File: config.mk
export PLATFORM = sky130hd
export DESIGN_NAME = seg_scan_driver
export DESIGN_NICKNAME = d
export VERILOG_FILES = /design/src/rtl/seg_scan_driver_pkg.sv /design/src/rtl/bin_to_seg.sv /design/src/rtl/seg_scan_driver.sv
export SDC_FILE = /design/constraint.sdc
export NUM_CORES = 1
export LEC_CHECK = 0
export ABC_AREA = 0
export BUFFER_PORTS_ARGS = -buffer_cell sky130_fd_sc_hd__buf_2
export CAP_MARGIN = 20
export CORE_ASPECT_RATIO = 0.5
export CORE_MARGIN = 2
export CORE_UTILIZATION = 45
export DETAILED_ROUTE_END_ITERATION = 16
export PLACE_DENSITY = 0.65
export SKIP_CTS_REPAIR_TIMING = 1
export SLEW_MARGIN = 20
export SYNTH_ARGS = -nofsm -noshare
export SYNTH_HDL_FRONTEND = slang
export SYNTH_SLANG_ARGS = --single-unit
File: constraint.sdc
create_clock -name clk -period 3.1 [get_ports clk]
set_clock_uncertainty 0.05 [all_clocks]
set_input_delay 0.155 -clock clk [delete_from_list [all_inputs] [get_ports clk]]
set_output_delay 0.155 -clock clk [all_outputs]
set_load 0.05 [all_outputs]
File: src/rtl/seg_scan_driver_pkg.sv
// Shared constants for the multiplexed seven-segment display driver.
//   SEG_BLANK    : all segments off (active-low pattern)
//   AN_OFF       : all anodes off, wide enough for the largest display (8 digits)
//   IDX_W        : width of the digit index (covers up to 8 digits)
//   presc_width(): prescaler width for a given refresh divider (clog2)
package seg_scan_driver_pkg;

    localparam logic [6:0]  SEG_BLANK = 7'h7F;
    localparam logic [7:0]  AN_OFF    = 8'hFF;
    localparam int unsigned IDX_W     = 32'd3;

    // Prescaler counts 0..div-1, so clog2(div) bits are enough.
    function automatic int unsigned presc_width(input int unsigned div);
        presc_width = (div > 32'd1) ? $clog2(div) : 32'd1;
    endfunction

endpackage

File: src/rtl/bin_to_seg.sv
// Hex digit to seven-segment decoder.
//   digit : 4-bit hex value
//   seg   : active-low segments, bit order {g,f,e,d,c,b,a}
module bin_to_seg
    import seg_scan_driver_pkg::*;
(
    input  logic [3:0] digit,
    output logic [6:0] seg
);

    // Combinational hex-to-segment lookup.
    always_comb begin
        seg = SEG_BLANK;
        case (digit)
            4'h0:    seg = 7'h40;
            4'h1:    seg = 7'h79;
            4'h2:    seg = 7'h24;
            4'h3:    seg = 7'h30;
            4'h4:    seg = 7'h19;
            4'h5:    seg = 7'h12;
            4'h6:    seg = 7'h02;
            4'h7:    seg = 7'h78;
            4'h8:    seg = 7'h00;
            4'h9:    seg = 7'h10;
            4'hA:    seg = 7'h08;
            4'hB:    seg = 7'h03;
            4'hC:    seg = 7'h46;
            4'hD:    seg = 7'h21;
            4'hE:    seg = 7'h06;
            4'hF:    seg = 7'h0E;
            default: seg = SEG_BLANK;
        endcase
    end

endmodule

File: src/rtl/seg_scan_driver.sv
// Time-multiplexed hex display driver with leading-zero blanking.
//   clk, rst : clock and synchronous active-high reset
//   value    : hex number, digit k = value[4k+3:4k]
//   dp_in    : decimal point per digit, 1 = lit
//   load     : capture value/dp_in into the shadow register
//   blank_lz : suppress digits above the most significant nonzero digit
//   enable   : 0 = display dark, scan frozen
//   seg, dp  : active-low segments and decimal point (registered)
//   an       : active-low anodes, one-hot-low when a digit is lit (registered)
module seg_scan_driver
    import seg_scan_driver_pkg::*;
#(
    parameter int unsigned NUM_DIGITS  = 32'd4,
    parameter int unsigned REFRESH_DIV = 32'd100000
) (
    input  logic                      clk,
    input  logic                      rst,
    input  logic [4*NUM_DIGITS-1:0]   value,
    input  logic [NUM_DIGITS-1:0]     dp_in,
    input  logic                      load,
    input  logic                      blank_lz,
    input  logic                      enable,
    output logic [6:0]                seg,
    output logic                      dp,
    output logic [NUM_DIGITS-1:0]     an
);

    localparam int unsigned          PW         = presc_width(REFRESH_DIV);
    localparam logic [PW-1:0]        PRESC_LAST = PW'(REFRESH_DIV - 32'd1);
    localparam logic [PW-1:0]        PRESC_ONE  = PW'(32'd1);
    localparam logic [IDX_W-1:0]     IDX_LAST   = IDX_W'(NUM_DIGITS - 32'd1);
    localparam logic [IDX_W-1:0]     IDX_ONE    = IDX_W'(32'd1);
    localparam logic [NUM_DIGITS-1:0] AN_DARK   = AN_OFF[NUM_DIGITS-1:0];

    logic [4*NUM_DIGITS-1:0] shadow_val_r;
    logic [NUM_DIGITS-1:0]   shadow_dp_r;
    logic [PW-1:0]           presc_r;
    logic [IDX_W-1:0]        idx_r;
    logic                    resume_r;   // next enabled cycle is a fresh guard
    logic [6:0]              seg_r;
    logic                    dp_r;
    logic [NUM_DIGITS-1:0]   an_r;

    logic [3:0]              digit_s;
    logic                    digit_dp_s;
    logic                    upper_nz_s;
    logic                    blanked_s;
    logic [NUM_DIGITS-1:0]   an_lit_s;
    logic [6:0]              code_s;
    logic [PW-1:0]           presc_nxt_s;
    logic [IDX_W-1:0]        idx_nxt_s;
    logic                    resume_nxt_s;
    logic [6:0]              seg_nxt_s;
    logic                    dp_nxt_s;
    logic [NUM_DIGITS-1:0]   an_nxt_s;

    // Select the current shadow digit and decide whether it is a leading zero.
    always_comb begin
        digit_s    = 4'h0;
        digit_dp_s = 1'b0;
        upper_nz_s = 1'b0;
        an_lit_s   = AN_DARK;
        for (int k = 0; k < NUM_DIGITS; k++) begin
            digit_s     = digit_s | (shadow_val_r[4*k +: 4] & {4{idx_r == IDX_W'(k)}});
            digit_dp_s  = digit_dp_s | (shadow_dp_r[k] & (idx_r == IDX_W'(k)));
            an_lit_s[k] = (idx_r != IDX_W'(k));
            // Any nonzero digit at or above the index keeps this digit visible.
            upper_nz_s  = upper_nz_s |
                          ((shadow_val_r[4*k +: 4] != 4'h0) && (IDX_W'(k) >= idx_r));
        end
        blanked_s = blank_lz & ~upper_nz_s & (idx_r != {IDX_W{1'b0}});
    end

    bin_to_seg u_bin_to_seg (
        .digit (digit_s),
        .seg   (code_s)
    );

    // Scan sequencing and next output values.
    always_comb begin
        presc_nxt_s  = presc_r;
        idx_nxt_s    = idx_r;
        resume_nxt_s = resume_r;
        an_nxt_s     = AN_DARK;
        seg_nxt_s    = SEG_BLANK;
        dp_nxt_s     = 1'b1;
        if (!enable) begin
            resume_nxt_s = 1'b1;
        end else if (resume_r) begin
            // Re-enable guard cycle: counters stay put so the resumed digit
            // keeps its remaining lit time.
            resume_nxt_s = 1'b0;
        end else begin
            if (presc_r == PRESC_LAST) begin
                presc_nxt_s = {PW{1'b0}};
                idx_nxt_s   = (idx_r == IDX_LAST) ? {IDX_W{1'b0}} : idx_r + IDX_ONE;
            end else begin
                presc_nxt_s = presc_r + PRESC_ONE;
            end
            // Prescaler 0 is the ghost-guard cycle of the slot.
            if ((presc_r != {PW{1'b0}}) && !blanked_s) begin
                an_nxt_s  = an_lit_s;
                seg_nxt_s = code_s;
                dp_nxt_s  = ~digit_dp_s;
            end else begin
                an_nxt_s  = AN_DARK;
                seg_nxt_s = SEG_BLANK;
                dp_nxt_s  = 1'b1;
            end
        end
    end

    // Shadow register capture; load is honoured whether or not scanning.
    always_ff @(posedge clk) begin
        if (rst) begin
            shadow_val_r <= {(4*NUM_DIGITS){1'b0}};
            shadow_dp_r  <= {NUM_DIGITS{1'b0}};
        end else if (load) begin
            shadow_val_r <= value;
            shadow_dp_r  <= dp_in;
        end
    end

    // Scan state and registered display outputs.
    always_ff @(posedge clk) begin
        if (rst) begin
            presc_r  <= {PW{1'b0}};
            idx_r    <= {IDX_W{1'b0}};
            resume_r <= 1'b0;
            an_r     <= AN_DARK;
            seg_r    <= SEG_BLANK;
            dp_r     <= 1'b1;
        end else begin
            presc_r  <= presc_nxt_s;
            idx_r    <= idx_nxt_s;
            resume_r <= resume_nxt_s;
            an_r     <= an_nxt_s;
            seg_r    <= seg_nxt_s;
            dp_r     <= dp_nxt_s;
        end
    end

    assign seg = seg_r;
    assign dp  = dp_r;
    assign an  = an_r;

endmodule

==> metrics.md, run 1 <==
| Metric | Value |
|---|---|
| Run status | completed |
| Yosys top cell area share | 0.430 |
| Area delta synth->final | 11.6% |
| Slew Limit Fails | 0 |
| Final ANT Viol Nets | 0 |
| R2r startpoint | idx_r[1]$_SDFFE_PP0P_ |
| Synth Flop Type | dfxtp_1 |
| Reg2Reg Depth | 9 |
| Vias per std cell | 5.22 |
| Syn avg cell area | around 9.5 µm² |
| CTS max path bufs | 2 |
| Final Hold Violating Endpoints | 0 |
| Yosys reg bits | 53 |
| Synth top area cells | dfxtp_1 (43%), mux2i_1 (12%), nor2_1 (6.7%), ha_1 (5.1%), xor2_1 (3.6%) |
| Multi-input gate area | around 1300 µm² |
| Wire per inst | about 13 µm |
| Root buf cell | clkbuf_8 |
| RSZ-0062 raised after global routing | no |
| Area leader, netlist | dfxtp_1 |
| Post-synthesis cell type count | between 40 and 50 |
| Cells after synthesis | 260 |
| Worst Setup Start Kind | register |
| Final net count | 326 |
| Grt ovf | 0 |
| Crit path from | idx_r[1]$_SDFFE_PP0P_ |
| Synth top cells by count | dfxtp_1 (53), nor2_1 (44), mux2i_1 (30), nand2_1 (12) |
| Post-route DRC | 0 |
| I/O Buffers | 36 |
| Reg clk slew, reported paths | approximately 0.090 ns |
| Starting density of the core | 0.484 |
| Drt initial violations | 44 |
| Core Rows | 18 |
| Die area | between 6000 and 7000 µm² |
| Die width | between 100 and 150 µm |
| CP endpoint kind | register |
| Least-Margin Pin Slew | 1.01 ns |
| Final period utilization | 0.836 |
| Most numerous cell in the Yosys netlist | dfxtp_1 |
| Dpl hpwl | ~3.5 mm |
| Initial antenna violation count | 0 |
| Synthesis Warnings | 0 |
| Ports | 37 |
| RePlAce Congestion | approximately 0.75 |
| Register area | ~1100 µm² |
| Crit path kind | register to register |
| CP arrival | 2.74 ns |
| Post-Syn Nets | approximately 300 |
| Largest net degree at the start of global routing | 29 |
| R2r endpoint | seg[0]$_SDFF_PP1_ |
| Number of synthesized flops with an enable pin | 0 |
| Share of cells above drive strength 1 | 0.175 |
| Fmax | around 390 MHz |
| Worst R2R Setup Slack | 0.51 ns |
| Clk Latency, worst-skew pair | slightly above 0.3 ns |
| FFs w/ async S/R, synth | 0 |
| CTS H-tree lvls | 2 |
| Vias in the first global route | 1,759 |
| Number of detailed-route iterations in the first pass | 4 |
| First-pass GRT wire length | about 8.0 mm |
| Total CTS buffers | 5 |
| Setup TNS | 0 ns |
| Via count | between 1,500 and 2,000 |
| Endpoints failing setup | 0 |
| Fraction of the yosys area taken by sequential cells | 0.430 |
| Core Box Area | slightly above 5000 µm² |
| Leakage Power | between 1 and 1.5 nW |
| Clk sink count | 53 |
| Worst Setup EP | seg[0]$_SDFF_PP1_ |
| Relative slew slack | 0.324 |
| Min cycle time layout | 2.59 ns |
| CTS tree | yes |
| CP required | between 3 and 4 ns |
| Diode count | 0 |
| PD cells | about 440 nW/µm² |
| Fillers | about 490 |
| Pwr Total | between 1 and 1.5 mW |
| GRT Resource Usage Total | 0.166 |
| VDD IR max | ~0.24 mV |
| Maximum Capacitance Violations | 0 |
| Die height | 56.3 µm |
| Worst-path fanout max | 11 |
| HP Class | input port to register |
| Final wirelength | 4.70 mm |
| Mapped cell area | roughly 2500 µm² |
through the flow:
stage | setup WS (ns) | hold WS [ns] | utilization | cells | instance area, µm²
after global routing | 0.252 | 0.0372 | 0.541 | 362 | 2750
after detailed placement | 0.515 | 0.285 | 0.522 | 353 | 2660
final | 0.509 | 0.0341 | 0.541 | 362 | 2750
after CTS | 0.495 | -0.0410 | 0.539 | 361 | 2740
after floorplan | 0.857 | 0.177 | - | 260 | 2460
after global placement | 0.668 | 0.278 | 0.522 | 353 | 2660
flip-flops by register name (all words and copies together) (netlist names):
signal / cells
presc_r: 17
shadow_val_r: 16
seg: 7
an: 4
shadow_dp_r: 4
idx_r: 3
dp: 1
resume_r: 1
power breakdown:
part / switching [mW] / internal [mW]
sequential: 0.0144 / 0.702
clock: 0.214 / 0.157
combinational: 0.0755 / 0.0570
cells in the final DEF (no fill, tap or decap), types with 5 or more instances in the layout:
master    synthesis  final
dfxtp_1          53     53
nor2_1           44     44
buf_2             2     36
mux2i_1          30     30
nand2_1          12     12
xor2_1           10     10
ha_1             10     10
inv_1             8      8
nand4_1           7      7
a22oi_1           6      6
nand3_1           6      6
xnor2_1           6      6
nor4_1            6      6
nand3b_1          6      6
clkbuf_8          0      5
layout make-up:
cell class                      instances  area share
Clock buffer                            6      0.0264
Multi-Input combinational cell        185       0.470
Inverter                                8      0.0109
Sequential cell                        53       0.386
Tap cell                               70      0.0318
Clock inverter                          2     0.00364
Timing Repair Buffer                   38      0.0719
worst min path at each step:
| stage | start | end | depth (start not counted) |
|---|---|---|---|
| after floorplan | enable | resume_r$_SDFF_PP0_ | 1 |
| after global placement | enable | resume_r$_SDFF_PP0_ | 2 |
| after detailed placement | enable | resume_r$_SDFF_PP0_ | 2 |
| after CTS | enable | resume_r$_SDFF_PP0_ | 2 |
| after global routing | value[13] | shadow_val_r[13]$_SDFFE_PP0P_ | 3 |
| final | value[2] | shadow_val_r[2]$_SDFFE_PP0P_ | 3 |
logic make-up (layout without fill, tap and decap cells):
group,after synthesis,count (layout),synth area share
AO/OA/AOI/OAI,30,30,0.0873
XOR/XNOR,16,16,0.0569
adder cells (fa/ha/maj),10,10,0.0508
buffers and inverters,22,54,0.0452
flip-flops,53,53,0.430
multiplexers,31,31,0.126
AND/OR/NAND/NOR,98,98,0.203
routing by layer:
layer / wire length (µm) / up-vias / GRT usage
met5: 0 / - / 0
met4: 74 / 0 / 0.0659
met3: 187 / 7 / 0.0383
met2: 2070 / 29 / 0.261
met1: 2370 / 883 / 0.221
li1: - / 972 / -
critical path, stage by stage (launching register included):
cell      delay [ns]
dfxtp_1         0.62
inv_1           0.17
ha_1            0.31
a22oi_1         0.21
o22a_1          0.22
inv_1           0.10
ha_1            0.25
or3_1           0.39
o221ai_1        0.08
nand2_1         0.07
(Power assumes the default switching activity.)
==> run 2: changes to the inputs <==
clock period = 2.45 ns   (was 3.1 ns; I/O delays follow)
==> run 2 against run 1 <==
  * Cell count is 0.83% higher
  * Sequential power grew 27%
  * Sequential share of layout area is 0.84 points lower
  * Clock power grew 61%
  * Count of clock-buffer cells in the layout up 1
  * Sequential cell count did not move
  * Register-to-register slack worse by 0.31 ns
  * Via count shrank 0.37%
  * First-iteration DRC count is 110% higher
  * Worst hold slack got worse by 0.023 ns
  * Final area up 2.5%
==> metrics.md, run 2 (same netlist as run 1, synthesis figures left out) <==
| Metric | Value |
|---|---|
| Run status | completed (unchanged) |
| Reg2Reg Depth | 9 (unchanged) |
| Clk sink count | 53 (unchanged) |
| Most flop-heavy register | presc_r (unchanged) |
| Vias per std cell | 5.16 (was 5.22) |
| Core Box Area | 5090 µm² (unchanged) |
| Register area | 1060 µm² (about the same) |
| Dpl hpwl | 3.46 mm (was 3.48 mm) |
| Crit path from | idx_r[1]$_SDFFE_PP0P_ (unchanged) |
| R2r endpoint | seg[0]$_SDFF_PP1_ (unchanged) |
| Most frequent cells in the layout | dfxtp_1 (51), nor2_1 (44), buf_2 (36) (was dfxtp_1 (53), nor2_1 (44), buf_2 (36)) |
| Die width | 109 µm (unchanged) |
| Die height | 56.3 µm (unchanged) |
| Grt ovf | 0 (unchanged) |
| Final Hold Violating Endpoints | 0 (unchanged) |
| Finished Core Util | 0.554 (was 0.541) |
| Met1 Wirelength | 2.32 mm (was 2.37 mm) |
| Reg clk slew, reported paths | 0.09 ns (about the same) |
| Via count | 1,884 (was 1,891) |
| RePlAce Congestion | 0.746 (was 0.754) |
| HP Class | input port to register (unchanged) |
| Initial antenna violation count | 0 (unchanged) |
| Fin cells | 365 (was 362) |
| Fmax | 445 MHz (was 386 MHz) |
| Largest register FFs | 17 (unchanged) |
| CTS tree | yes (unchanged) |
| Worst-path fanout max | 7 (was 11) |
| Place WS | 0.110 ns (was 0.515 ns) |
| Worst Setup Start Kind | register (unchanged) |
| Crit path kind | register to register (unchanged) |
| CP arrival | 2.39 ns (was 2.74 ns) |
| Clk Latency, worst-skew pair | 0.30 ns (was 0.31 ns) |
| PD cells | 594 nW/µm² (was 443 nW/µm²) |
| Final net count | 329 (was 326) |
| Endpoints failing setup | 0 (unchanged) |
| Fillers | 464 (was 488) |
| Number of detailed-route iterations in the first pass | 4 (unchanged) |
| First-pass GRT wire length | 7.98 mm (was 7.97 mm) |
| Final WS setup | 0.203 ns (was 0.509 ns) |
| Area delta synth->final | 14.4% (was 11.6%) |
| Final period utilization | 0.917 (was 0.836) |
| Root buf cell | clkbuf_8 (unchanged) |
| CTS max path bufs | 2 (unchanged) |
| Starting density of the core | 0.484 (unchanged) |
| Met2 wire len | 2.10 mm (was 2.07 mm) |
| Total CTS buffers | 5 (unchanged) |
| Diode count | 0 (unchanged) |
| CP required | 2.59 ns (was 3.25 ns) |
| GRT Resource Usage Total | 0.162 (was 0.166) |
| Worst Setup EP | seg[0]$_SDFF_PP1_ (unchanged) |
| CP max stage cell | dfxtp_2 (was dfxtp_1) |
| Post-route DRC | 0 (unchanged) |
| Commonest non-fill, non-tap cell in the layout | dfxtp_1 (unchanged) |
| R2r startpoint | idx_r[1]$_SDFFE_PP0P_ (unchanged) |
| Slew Limit Fails | 0 (unchanged) |
| Ports | 37 (unchanged) |
| Drt initial violations | 94 (was 44) |
| Vias in the first global route | 1,742 (was 1,759) |
| Final ANT Viol Nets | 0 (unchanged) |
| Setup TNS | 0 ns (unchanged) |
| Leakage Power | 1.12 nW (was 1.09 nW) |
| Final wirelength | 4.68 mm (was 4.70 mm) |
| Worst R2R Setup Slack | 0.20 ns (was 0.51 ns) |
| VDD IR max | 0.295 mV (was 0.235 mV) |
| Wire per inst | 12.8 µm (was 13.0 µm) |
| I/O Buffers | 36 (unchanged) |
| Largest net degree at the start of global routing | 29 (unchanged) |
| Core Rows | 18 (unchanged) |
| Share of cells above drive strength 1 | 0.190 (was 0.175) |
| Die area | 6120 µm² (unchanged) |
| RSZ-0062 raised after global routing | no (unchanged) |
| Multi-input gate area | 1300 µm² (was 1290 µm²) |
| Met3 WL | 218 µm (was 187 µm) |
| Min cycle time layout | 2.25 ns (was 2.59 ns) |
| CP Cell Sequence | inv_1 > ha_1 > a22oi_1 > o22a_1 > inv_1 > ha_1 > or3_1 > o221ai_1 > nand2_1 (unchanged) |
| Top routing layer in use | met4 (unchanged) |
| Placed Cells | 355 (was 353) |
| Largest stage delay on the critical path | 0.41 ns (was 0.62 ns) |
| Least-Margin Pin Slew | 0.650 ns (was 1.01 ns) |
| CTS H-tree lvls | 2 (unchanged) |
| Relative slew slack | 0.564 (was 0.324) |
| CP endpoint kind | register (unchanged) |
| Maximum Capacitance Violations | 0 (unchanged) |
-- run 2: cell types whose count changed in the layout (fill, tap and decap cells not counted), moves of 2 or more --
| cell | delta |
|---|---|
| dfxtp_1 | -2 |
| buf_4 | +2 |
| clkinv_2 | -2 |
| dfxtp_2 | +2 |
-- run 2: cell type report --
cell class                      instances  area share
Timing Repair Buffer                   41      0.0790
Tap cell                               70      0.0311
Inverter                                8      0.0107
Clock inverter                          1      0.0107
Sequential cell                        53       0.377
Clock buffer                            7      0.0306
Multi-Input combinational cell        185       0.461
-- run 2: stage by stage --
step | total power, mW | hold slack (ns) | cell area, µm²
floorplan | 1.05 | 0.145 | 2460
global placement | 1.09 | 0.245 | 2670
detailed placement | 1.09 | 0.251 | 2670
CTS | 1.69 | -0.0659 | 2790
global route | 1.76 | 0.000480 | 2820
finish | 1.68 | 0.0106 | 2820
-- run 2: how the worst min path moves through the flow --
stage,start,end,slack (ns),depth (start not counted)
final,value[13],shadow_val_r[13]$_SDFFE_PP0P_,0.01,3
after global routing,value[1],shadow_val_r[1]$_SDFFE_PP0P_,0.0005,3
after CTS,enable,resume_r$_SDFF_PP0_,-0.07,2
after detailed placement,enable,resume_r$_SDFF_PP0_,0.25,2
after global placement,enable,resume_r$_SDFF_PP0_,0.25,2
after floorplan,enable,resume_r$_SDFF_PP0_,0.14,1
-- run 2: metal layers --
metal / vias to the layer above / GRT usage
met5: - / 0
met4: 0 / 0.0385
met3: 4 / 0.0383
met2: 41 / 0.249
met1: 856 / 0.228
li1: 983 / -
-- run 2: critical path, delay by kind of cell (launching register included) --
family	cells	cell delay, ns
AO/OA/AOI/OAI	3	0.51
adder cells (fa/ha/maj)	2	0.52
buffers and inverters	2	0.20
flip-flops	1	0.41
AND/OR/NAND/NOR	2	0.44
-- run 2: report_power, final --
| part | internal [mW] | switching [mW] | total, mW |
|---|---|---|---|
| sequential | 0.888 | 0.0202 | 0.908 |
| clock | 0.333 | 0.265 | 0.598 |
| combinational | 0.0746 | 0.0951 | 0.170 |
| total | 1.30 | 0.380 | 1.68 |
==> run 3: changes to the inputs <==
BUFFER_PORTS_ARGS = -buffer_cell sky130_fd_sc_hd__buf_4   (was -buffer_cell sky130_fd_sc_hd__buf_2)
==> run 3 against run 2 <==
  * Core utilization is 2.0 points higher
  * Sequential power about the same
  * Critical endpoint unchanged
  * Combinational power is 9% higher
  * First-iteration DRC count is 50% lower
  * Critical path depth unchanged
  * Cell count up 0.55%
  * Via count is 2.1% higher
  * Global-route usage hardly changed
==> metrics.md, run 3 (same netlist as run 1, synthesis figures left out) <==
| Metric | Value |
|---|---|
| Vias per std cell | 5.24 (was 5.16) |
| Hold Path Depth | 3 (unchanged) |
| Die width | 109 µm (unchanged) |
| Core Box Area | 5090 µm² (unchanged) |
| Ports | 37 (unchanged) |
| Initial antenna violation count | 0 (unchanged) |
| Min cycle time layout | 2.29 ns (was 2.25 ns) |
| CP required | 2.60 ns (was 2.59 ns) |
| Endpoints failing setup | 0 (unchanged) |
| R2r endpoint | seg[0]$_SDFF_PP1_ (unchanged) |
| Number of detailed-route iterations in the first pass | 4 (unchanged) |
| CP endpoint kind | register (unchanged) |
| Maximum Capacitance Violations | 0 (unchanged) |
| Reg clk slew, reported paths | 0.10 ns (was 0.09 ns) |
| R2r startpoint | idx_r[0]$_SDFFE_PP0P_ (was idx_r[1]$_SDFFE_PP0P_) |
| Psw | 397 µW (was 380 µW) |
| CTS tree | yes (unchanged) |
| GRT Resource Usage Total | 0.162 (about the same) |
| Leakage Power | 1.17 nW (was 1.12 nW) |
| Core Rows | 18 (unchanged) |
| Slew Limit Fails | 0 (unchanged) |
| First-pass GRT wire length | 7.83 mm (was 7.98 mm) |
| Largest net degree at the start of global routing | 29 (unchanged) |
| Drt initial violations | 47 (was 94) |
| Final wirelength | 4.87 mm (was 4.68 mm) |
| Wire per inst | 13.3 µm (was 12.8 µm) |
| Worst Setup Start Kind | register (unchanged) |
| Fmax | 437 MHz (was 445 MHz) |
| Post-route DRC | 0 (unchanged) |
| VDD IR max | 0.246 mV (was 0.295 mV) |
| Largest register FFs | 17 (unchanged) |
| Final ANT Viol Nets | 0 (unchanged) |
| Starting density of the core | 0.484 (unchanged) |
| Clk sink count | 53 (unchanged) |
| Finished Core Util | 0.574 (was 0.554) |
| Total CTS buffers | 5 (unchanged) |
| Die height | 56.3 µm (unchanged) |
| Worst-path fanout max | 7 (unchanged) |
| Commonest non-fill, non-tap cell in the layout | dfxtp_1 (unchanged) |
| Hold Crit Endpoint | shadow_val_r[15]$_SDFFE_PP0P_ (was shadow_val_r[13]$_SDFFE_PP0P_) |
| Crit path kind | register to register (unchanged) |
| Area delta synth->final | 18.5% (was 14.4%) |
| Clk Latency, worst-skew pair | 0.30 ns (about the same) |
| Die area | 6120 µm² (unchanged) |
| Reg2Reg Depth | 9 (unchanged) |
| RSZ-0062 raised after global routing | no (unchanged) |
| Relative slew slack | 0.535 (was 0.564) |
| Clock power share | 0.359 (was 0.357) |
| Share of cells above drive strength 1 | 0.192 (was 0.190) |
| Most frequent cells in the layout | dfxtp_1 (52), nor2_1 (44), buf_4 (41) (was dfxtp_1 (51), nor2_1 (44), buf_2 (36)) |
| Seq pwr share | 0.532 (was 0.542) |
| Grt ovf | 0 (unchanged) |
| RePlAce Congestion | 0.802 (was 0.746) |
| Root buf cell | clkbuf_8 (unchanged) |
| Fin cells | 367 (was 365) |
| Final WS setup | 0.159 ns (was 0.203 ns) |
| Run status | completed (unchanged) |
| Vias in the first global route | 1,697 (was 1,742) |
| Most flop-heavy register | presc_r (unchanged) |
| Combinational share of power | 0.109 (was 0.101) |
| Via count | 1,923 (was 1,884) |
| Switching share of power | 0.233 (was 0.227) |
| Dpl hpwl | 3.58 mm (was 3.46 mm) |
| Cell internal pwr | 1.31 mW (was 1.30 mW) |
| Least-Margin Pin Slew | 0.693 ns (was 0.650 ns) |
| CTS H-tree lvls | 2 (unchanged) |
| CP arrival | 2.44 ns (was 2.39 ns) |
| Diode count | 0 (unchanged) |
| Final net count | 331 (was 329) |
| Setup TNS | 0 ns (unchanged) |
| HP Class | input port to register (unchanged) |
| I/O Buffers | 36 (unchanged) |
| CTS max path bufs | 2 (unchanged) |
| Final Hold Violating Endpoints | 0 (unchanged) |
| PD cells | 584 nW/µm² (was 594 nW/µm²) |
| Worst R2R Setup Slack | 0.16 ns (was 0.20 ns) |
| Final period utilization | 0.935 (was 0.917) |
| Place WS | 0.0637 ns (was 0.110 ns) |
| Placed Cells | 357 (was 355) |
| Hold Crit Start | value[15] (was value[13]) |
-- run 3: cell count changes in the layout (fill, tap and decap cells not counted), sizes merged --
cell,change
clkbuf,-1
buf,+2
clkinvlp,+1
-- run 3: per-layer routing --
metal	wire length, µm	share of wire	track usage
met5	0	0	0
met4	44	0.0090	0.0421
met3	253	0.052	0.0418
met2	2200	0.45	0.250
met1	2370	0.49	0.224
-- run 3: critical path: stages (launching register included) --
cell and delay (ns):
dfxtp_2 0.41, inv_1 0.10, ha_1 0.29, a22oi_1 0.23, o22a_1 0.22, inv_1 0.10
ha_1 0.25, or3_1 0.39, o221ai_1 0.08, nand2_1 0.07
-- run 3: layout make-up --
cell class                 count  area [µm²]
timing repair buffer          43         328
multi-input combinational    185        1290
inverter                       8        30.0
sequential                    53        1060
tap                           70        87.6
clock buffer                   6        82.6
fill                         448        2170
clock inverter                 2        37.5
-- run 3: worst max path at each step --
stage / from / to / slack (ns) / depth (start not counted)
after floorplan: idx_r[1]$_SDFFE_PP0P_ / seg[0]$_SDFF_PP1_ / 0.21 / 10
after global placement: idx_r[0]$_SDFFE_PP0P_ / seg[0]$_SDFF_PP1_ / 0.22 / 9
after detailed placement: idx_r[0]$_SDFFE_PP0P_ / seg[0]$_SDFF_PP1_ / 0.06 / 9
after CTS: idx_r[0]$_SDFFE_PP0P_ / seg[0]$_SDFF_PP1_ / 0.05 / 9
after global routing: idx_r[0]$_SDFFE_PP0P_ / seg[0]$_SDFF_PP1_ / 0.03 / 9
final: idx_r[0]$_SDFFE_PP0P_ / seg[0]$_SDFF_PP1_ / 0.16 / 9
-- run 3: through the flow --
stage | total power, mW | hold slack [ns] | cell area [µm²]
after floorplan | 1.05 | 0.145 | 2460
after global placement | 1.11 | 0.240 | 2780
after detailed placement | 1.11 | 0.245 | 2780
after CTS | 1.72 | -0.0747 | 2900
after global routing | 1.78 | 0.000460 | 2920
final | 1.71 | 0.00321 | 2920
-- run 3: power by group through the flow --
stage	Combinational, mW	Clock [mW]	Sequential, mW
6_report	0.186	0.612	0.908
5_1_grt	0.205	0.666	0.912
4_1_cts	0.185	0.626	0.908
3_5_place_dp	0.183	0	0.928
3_3_place_gp	0.179	0	0.927
2_1_floorplan	0.113	0	0.937
